**src/rtl/store_buffer.sv**
```systemverilog
// Store buffer between a single-issue core and data memory.
// Accepted stores sit in a circular FIFO and drain to memory one per cycle,
// oldest first. A store to the same word as the youngest entry merges into
// it. Loads see buffered data through a youngest-first forwarding path.
module store_buffer #(
    parameter int DEPTH = 4
) (
    input  logic        clk,
    input  logic        reset,
    input  logic        MemWrite,
    input  logic [31:0] DataAdr,
    input  logic [31:0] WriteData,
    output logic [31:0] ReadData,
    output logic        Stall,
    output logic        Empty,
    output logic        MemWe,
    output logic [31:0] MemAdr,
    output logic [31:0] MemWData,
    input  logic        MemReady,
    output logic [31:0] MemRAdr,
    input  logic [31:0] MemRData
);

    localparam int         PW   = $clog2(DEPTH);
    localparam logic [PW:0] FULL = (PW+1)'(DEPTH);

    // Entry storage: word address and data per slot.
    logic [29:0]   adr_q [DEPTH];
    logic [31:0]   dat_q [DEPTH];

    logic [PW-1:0] head_q, head_d;
    logic [PW-1:0] tail_q, tail_d;
    logic [PW:0]   count_q, count_d;

    logic [PW-1:0] young;
    logic [PW-1:0] fwd_idx;
    logic          nonempty;
    logic          drain;
    logic          coalesce;
    logic          alloc;

    // Byte offset within a word plays no part in matching or draining.
    logic          unused_adr_bits;
    assign unused_adr_bits = ^DataAdr[1:0];

    // Store acceptance decisions and drain-side outputs.
    always_comb begin
        young    = tail_q - PW'(1);
        nonempty = (count_q != '0);
        drain    = nonempty & MemReady;
        // The youngest entry may only absorb a store if it is not leaving this cycle.
        coalesce = MemWrite & nonempty & (adr_q[young] == DataAdr[31:2])
                   & ~((count_q == (PW+1)'(1)) & drain);
        alloc    = MemWrite & ~coalesce & (count_q != FULL);
        // A same-cycle drain does not free room for the stalled store.
        Stall    = MemWrite & (count_q == FULL) & ~coalesce;
        Empty    = ~nonempty;
        MemWe    = nonempty;
        MemAdr   = nonempty ? {adr_q[head_q], 2'b00} : '0;
        MemWData = nonempty ? dat_q[head_q] : '0;
        MemRAdr  = DataAdr;
    end

    // Pointer and occupancy next-state.
    always_comb begin
        head_d  = drain ? head_q + PW'(1) : head_q;
        tail_d  = alloc ? tail_q + PW'(1) : tail_q;
        count_d = count_q + (PW+1)'(alloc) - (PW+1)'(drain);
    end

    // Load forwarding: scan oldest to youngest so the youngest match wins.
    always_comb begin
        ReadData = MemRData;
        fwd_idx  = head_q;
        for (int i = 0; i < DEPTH; i++) begin
            fwd_idx = head_q + PW'(i);
            if (((PW+1)'(i) < count_q) && (adr_q[fwd_idx] == DataAdr[31:2]))
                ReadData = dat_q[fwd_idx];
        end
    end

    // Pointer and occupancy registers.
    always_ff @(posedge clk) begin
        if (reset) begin
            head_q  <= '0;
            tail_q  <= '0;
            count_q <= '0;
        end else begin
            head_q  <= head_d;
            tail_q  <= tail_d;
            count_q <= count_d;
        end
    end

    // Entry payload writes on allocate or coalesce.
    // NOTE: the entry array has no reset; count alone decides which slots are valid.
    always_ff @(posedge clk) begin
        if (!reset) begin
            if (alloc) begin
                adr_q[tail_q] <= DataAdr[31:2];
                dat_q[tail_q] <= WriteData;
            end
            if (coalesce)
                dat_q[young] <= WriteData;
        end
    end

endmodule

```
**config.mk**
```make
export PLATFORM = sky130hd
export DESIGN_NAME = store_buffer
export DESIGN_NICKNAME = d
export VERILOG_FILES = /design/src/rtl/store_buffer.sv
export SDC_FILE = /design/constraint.sdc
export NUM_CORES = 1
export LEC_CHECK = 0
export CAP_MARGIN = 10
export CORE_MARGIN = 1.5
export CORE_UTILIZATION = 50
export CTS_BUF_LIST = sky130_fd_sc_hd__clkbuf_16
export DETAILED_ROUTE_END_ITERATION = 8
export PLACE_DENSITY = 0.73
export SLEW_MARGIN = 20
export SYNTH_ARGS = -nofsm -noshare
export SYNTH_HDL_FRONTEND = slang
export SYNTH_SLANG_ARGS = --single-unit
```
**constraint.sdc**
```tcl
create_clock -name clk -period 8.45 [get_ports clk]
set_clock_uncertainty 0.05 [all_clocks]
set_input_delay 0.845 -clock clk [delete_from_list [all_inputs] [get_ports clk]]
set_output_delay 0.845 -clock clk [all_outputs]
set_load 0.1 [all_outputs]
```
## Word-level counts from Yosys, hierarchy flattened

Memories as Yosys holds them, arrays and structs flattened. A register that Yosys moved wholly into a read port is not among the register bits.
Cells that the tools add are included.
Widths: inputs -> output; s select.

- Register bits after elaboration: 7
- Memory bits (writable): 248
- Input port bits: 100
- Logic and storage cells: 61
- Memories: 2

- Add/subtract/negate cells: 7
- $lt $le $gt $ge: 4
- Eq/ne operators: 8
- Multiplexer cells: 19
- Bitwise operators: 12
- Reductions and logical operators: 6

Memory list:

| name | words | bits a word | rd ports | clocked after Yosys merged registers in | wr ports | line | RTL |
|---|---|---|---|---|---|---|---|
| dat_q | 4 | 32 | 4 | 1 | 1 | 29 | `logic [31:0] dat_q [DEPTH];` |
| adr_q | 4 | 30 | 5 | 1 | 1 | 28 | `logic [29:0] adr_q [DEPTH];` |

Operators with widths:

| cell | count |
|---|---|
| $mux 32 | 7 |
| $eq 30x30->1 | 5 |
| $reduce_or 32->1 | 1 |
| $mux 2 | 5 |
| $and 1x1->1 | 9 |
| $mux 1 | 7 |
| $lt 1x3->1 const A | 2 |
| $lt 2x3->1 const A | 2 |
| $add 2x1->2 const B | 2 |
| $add 2x2->2 const B | 2 |
| $logic_and 1x1->1 | 4 |
| $add 3x1->3 | 1 |
| $eq 3x1->1 const B | 1 |
| $eq 3x3->1 const B | 1 |
| $ne 3x3->1 const B | 1 |
| $not 1->1 | 3 |
| $reduce_bool 3->1 | 1 |
| $sub 3x1->3 | 1 |
| $sub 2x1->2 const B | 1 |

## Logic depth before layout (Yosys ltp)

- Depth in word-level cells: 12
- Gate-level depth with buffers: 20
- Mapped depth without buffers: 15

## Least setup slack after synthesis

No wires, ideal clock.

- Path kind: register -> register
- From: register tail_q[0]
- To: memory adr_q[0][0], enable pin
- Setup time: 0.461 ns
- Data arrival time: 5.365 ns
- Setup slack: 2.574 ns
- Cell stages (with the launch flop): 16
- Buffers on the path: 5
- Period minus slack after synthesis: 5.876 ns
- Path through: dfxtp_1 > buf_2 > buf_2 > inv_1 > ha_1 > clkbuf_1 > clkbuf_1 > mux4_2 > xnor2_1 > nand4_1 > nor4_1 > nand4_1 > and3_1 > clkbuf_1 > inv_1 > nor3b_1

- Longest elaborated chain between the ends: 11

Ends and longest elaborated chain:

| what | line | RTL |
|---|---|---|
| start: declaration | 32 | `logic [PW-1:0] tail_q, tail_d;` |
| start signal: assignment | 90 | `tail_q <= tail_d;` |
| $sub 2x1->2 | 48 | `young = tail_q - PW'(1);` |
| via young[0] | 35 | `logic [PW-1:0] young;` |
| $mem_v2 4x30 | n/a |  |
| $eq 30x30->1 | 52 | `coalesce = MemWrite & nonempty & (adr_q[young] == DataAdr[31:2])` |
| $and 1x1->1 | 52 |  |
| $and 1x1->1 | 53 | `& ~((count_q == (PW+1)'(1)) & drain);` |
| $not 1->1 | 54 | `alloc = MemWrite & ~coalesce & (count_q != FULL);` |
| $and 1x1->1 (2 in series) | 54 |  |
| $mux 1 | 99 | `if (alloc) begin` |
| $mux 1 | 98 | `if (!reset) begin` |
| $mux 1 (not written as such) | 100 | `adr_q[tail_q] <= DataAdr[31:2];` |
| end: declaration | 28 |  |

The timed path passes the listed nets, and every way through them passes these cells.

## Final worst setup path

- From: register head_q[0]
- To: output port ReadData[25]

- Longest elaborated chain between the ends: 7

Ends and longest elaborated chain:

| what | line | RTL |
|---|---|---|
| start: declaration | 31 | `logic [PW-1:0] head_q, head_d;` |
| start signal: assignment | 85 | `head_q <= '0;` |
| start signal: assignment | 89 | `head_q <= head_d;` |
| $add 2x1->2 | 76 | `fwd_idx = head_q + PW'(i);` |
| $mem_v2 4x30 | n/a |  |
| $eq 30x30->1 | 77 | `if (((PW+1)'(i) < count_q) && (adr_q[fwd_idx] == DataAdr[31:2]))` |
| $logic_and 1x1->1 | 77 |  |
| $mux 32 (2 in series) | 77 |  |
| $mux 32 * | 77 |  |
| end: declaration | 13 | `output logic [31:0] ReadData,` |

Every way passes the cells marked *; elsewhere a longest branch is shown, timed or not.

==> PnR_summary.wiki <==
{| class="wikitable"
! Metric !! Value
|-
| Final core occ || between 50% and 60%
|-
| Count of fill cells added during filler insertion || 2886
|-
| Post-Syn Instances || approximately 1400
|-
| Global-route congestion overflow total || 0
|-
| Starting Density || between 50 and 60%
|-
| Hold Vio Cnt, Final || 0
|-
| Async set-reset flop share out of synthesis || 0%
|-
| Dominant register cell in the synthesized netlist || sky130_fd_sc_hd__edfxtp_1
|-
| Setup violation total in the final timing report || 0
|-
| All-Layer GR Usage || around 28%
|-
| Fraction of power consumed by the clock network || 18.4%
|-
| CTS tree || done
|-
| Status || complete, no violations
|-
| Number of cells traversed by the worst register-to-register path || 13
|-
| Initial detailed-routing violation count || about 1500
|-
| Synth Area in Adders || less than 1%
|-
| Antenna violations before repair || 5
|-
| Total power consumption of the routed design || 6.75 mW
|-
| Placed cell count || 1964
|-
| Share of cell area taken by muxes after synthesis || a little under a third
|-
| Power share of the sequential group || around a quarter
|-
| Largest family of logic cells by synthesized area || multiplexers
|-
| Maximum clock rate || 0.140 GHz
|-
| Beginning of the worst register-to-register path || tail_q[0]$_SDFFE_PP0P_
|-
| Hold Path Stages || 2
|-
| Die area || between 30000 and 40000 µm²
|-
| Drt first pass iters || 6
|-
| DRC Markers || 0
|-
| Die height || 195 µm
|-
| CTS Hold Bufs || 0
|-
| Multi-input gate area || roughly 9900 µm²
|-
| Level count of the clock H-tree || 1
|-
| Quantity of gates resized following cts || 0
|-
| Worst-case setup margin in the final layout || 1.33 ns
|-
| Worst slack at placement || 2.00 ns
|-
| Origin of the worst min-delay path || tail_q[1]$_SDFFE_PP0P_
|-
| Cell chosen for the clock root || sky130_fd_sc_hd__clkbuf_16
|-
| Count of nets left with antenna violations after detail routing || 0
|-
| Commonest non-fill, non-tap cell in the layout || sky130_fd_sc_hd__edfxtp_1
|-
| Cell area after placement || 20700 µm²
|-
| Setup slack of the most critical reg-to-reg path || approximately 2.7 ns
|-
| Non-Filler Instances || between 2000 and 2500
|-
| Share of cells above drive strength 1 || slightly above 20%
|-
| Cell area after technology mapping || ~19000 µm²
|-
| Setup repair after global routing missed its margin || no
|-
| Global placement routability congestion || ~0.93
|-
| Core ar. || around 37000 µm²
|-
| Register cell area after layout || between 7000 and 8000 µm²
|-
| Max-slew headroom at the worst pin || a little under a third
|-
| CP Class || flop to output pin
|-
| Setup Fix Bufs, Post-CTS || 0
|-
| Average wire per cell in the routed design || ~26 µm
|-
| VDD IR-drop max || between 0.3 and 0.4 mV
|-
| Final cell area excluding filler cells || ~22000 µm²
|-
| Clock-pin transition on the worst setup and hold timing paths || roughly 0.060 ns
|-
| Data required time of the critical path || 7.56 ns
|-
| Total half-perimeter wirelength after legalization and detailed placement || ~36000 µm
|-
| Leak pwr || approximately 7 nW
|-
| Crit share post-route || a little over four fifths
|-
| Yosys warnings || 0
|-
| Final hold slack || between 0.5 and 0.6 ns
|-
| Number of rows created at floorplan || 70
|-
| Maximum buffer depth of the clock tree || 3
|-
| Net Sw Power || around 3.2 mW
|-
| Proportion of synthesized chip area in sequential cells || approximately two fifths
|-
| Area growth from synthesis to final layout || 17.0%
|-
| Die boundary width || ~200 µm
|-
| Top Ports || approximately 230
|-
| Via-to-Cell Ratio || between 6 and 7
|-
| Synthesized-area fraction occupied by xor and xnor cells || approximately 6.6%
|-
| Unique cell type count in the Yosys netlist || 56
|-
| Pins Over Slew Limit || 0
|-
| First-pass GRT wire length || 80700 µm
|-
| Number of enable-type register cells in the synthesized netlist || 248
|-
| Top fanout value on the critical path || 39
|-
| Mean cell area of the mapped netlist || roughly 13 µm²
|-
| CTS Buf Count || 28
|-
| Number of port buffers || 224
|-
| Commonest non-fill, non-tap cells in the layout || sky130_fd_sc_hd__edfxtp_1, sky130_fd_sc_hd__clkdlybuf4s50_1, sky130_fd_sc_hd__mux4_2, sky130_fd_sc_hd__mux2i_1, sky130_fd_sc_hd__xnor2_1
|-
| Setup TNS || 0 ns
|-
| Total via count in the routed design || between 10000 and 15000
|-
| Total wire length || approximately 53000 µm
|-
| Fraction of the mapped netlist area in compound gates || under 10%
|-
| Category of the worst setup path capture point || output pin
|-
| Fraction of power spent switching nets || between 40% and 50%
|-
| Number of max-cap violations || 0
|-
| Worst Setup Start Kind || flop
|-
| Synthesis-stage register bit count || roughly 260
|-
| Insertion delay to the later sink of the worst-skew pair || between 0.5 and 0.6 ns
|-
| Pwr per Cell Area || approximately 310 nW/µm²
|-
| Largest net degree at the start of global routing || 97
|-
| Critical path data arrival time || approximately 6.2 ns
|-
| RR Endpoint || dat_q[2][5]$_DFFE_PP_
|-
| Period minus WS final || between 7 and 8 ns
|-
| Comb pwr share || 56.8%
|-
| Actual transition at the worst max-transition pin || about 1.0 ns
|-
| Total number of clock tree sinks || 257
|-
| Vias in the first global route || approximately 13000
|-
| Endpoint with the worst hold slack || tail_q[1]$_SDFFE_PP0P_
|-
| Post-synthesis share of cell area spent on and, or, nand and nor gates || approximately 7.4%
|-
| Int Pwr || 3.56 mW
|-
| Net count reported at finish || 1635
|-
| Worst min-delay path category || flop to flop
|}
[area by class of cell]
type | count | share of cell area [%]
Antenna cell | 3 | 0.0347
Clock buffer | 28 | 3.24
Sequential cell | 257 | 35.3
Clock inverter | 20 | 1.05
Inverter | 19 | 0.329
Tap cell | 468 | 2.70
Multi-Input combinational cell | 967 | 45.9
Timing Repair Buffer | 253 | 11.4
[registers in the layout, indices dropped and copies added, names as in the netlist, named ones only]
register and count:
adr_q 120, count_q 3, dat_q 128, head_q 2, tail_q 2
[how the worst max path moves through the flow]
stage | startpoint | endpoint | slack, ns
after global routing | head_q[0]$_SDFFE_PP0P_ | ReadData[13] | 1.19
after floorplan | tail_q[0]$_SDFFE_PP0P_ | adr_q[0][0]$_DFFE_PP_ | 2.57
after global placement | DataAdr[9] | ReadData[31] | 2.06
final | head_q[0]$_SDFFE_PP0P_ | ReadData[25] | 1.33
after CTS | head_q[0]$_SDFFE_PP0P_ | ReadData[25] | 1.52
after detailed placement | DataAdr[9] | ReadData[25] | 2.00
[power groups by stage]
stage / logic (mW) / clock network [mW] / registers [mW]
finish: 3.83 / 1.24 / 1.68
global route: 4.00 / 1.30 / 1.70
CTS: 3.83 / 1.26 / 1.68
detailed placement: 3.81 / 0 / 1.70
global placement: 3.80 / 0 / 1.69
floorplan: 3.12 / 0 / 1.56
[synth_stat cells, drive strengths merged, types with 5 or more instances]
cell | n | area, µm²
and3 | 5 | 31.3
nor3 | 6 | 30.0
o221ai | 5 | 43.8
buf | 109 | 734
nor2 | 48 | 180
inv | 19 | 71.3
xor2 | 39 | 342
a22oi | 38 | 400
and2 | 59 | 369
nor4 | 15 | 100
nand3 | 13 | 65.1
o22ai | 9 | 56.3
xnor2 | 101 | 885
ha | 8 | 100
nand2 | 89 | 334
dfxtp | 9 | 180
mux2 | 38 | 428
o21ai | 44 | 220
a21oi | 12 | 60.1
clkbuf | 59 | 221
mux2i | 141 | 1410
a311o | 32 | 320
o211ai | 34 | 255
edfxtp | 248 | 7450
nand2b | 5 | 31.3
nand4 | 21 | 131
mux4 | 166 | 3740
[worst max-delay path, stage by stage (launching register included)]
cell and delay (ns):
sky130_fd_sc_hd__dfxtp_4 0.81, sky130_fd_sc_hd__buf_12 0.34, sky130_fd_sc_hd__mux4_2 0.55, sky130_fd_sc_hd__xnor2_1 0.39, sky130_fd_sc_hd__nand4_1 0.15, sky130_fd_sc_hd__nor3_1 0.47, sky130_fd_sc_hd__nand3_2 0.66, sky130_fd_sc_hd__buf_4 0.52
sky130_fd_sc_hd__a311o_1 0.34, sky130_fd_sc_hd__a22oi_2 0.18, sky130_fd_sc_hd__clkdlybuf4s50_1 1.16
[routing by layer]
metal	routed length (µm)	up-vias	global-route usage, %
met4	1330	4	7.92
met1	21300	6745	38.8
met5	26	-	0
met3	4530	101	4.34
met2	25500	689	44.8
li1	-	5746	-
[logic make-up after synthesis]
family,count (synthesis)
other,1
adders and majority gates,9
AOI/OAI and AO/OA,197
xor gates and xnor gates,140
buffers and inverters,187
DFF,257
and+or+nand+nor,274
muxes,345
Note: power is estimated with default switching activity, not from simulation.
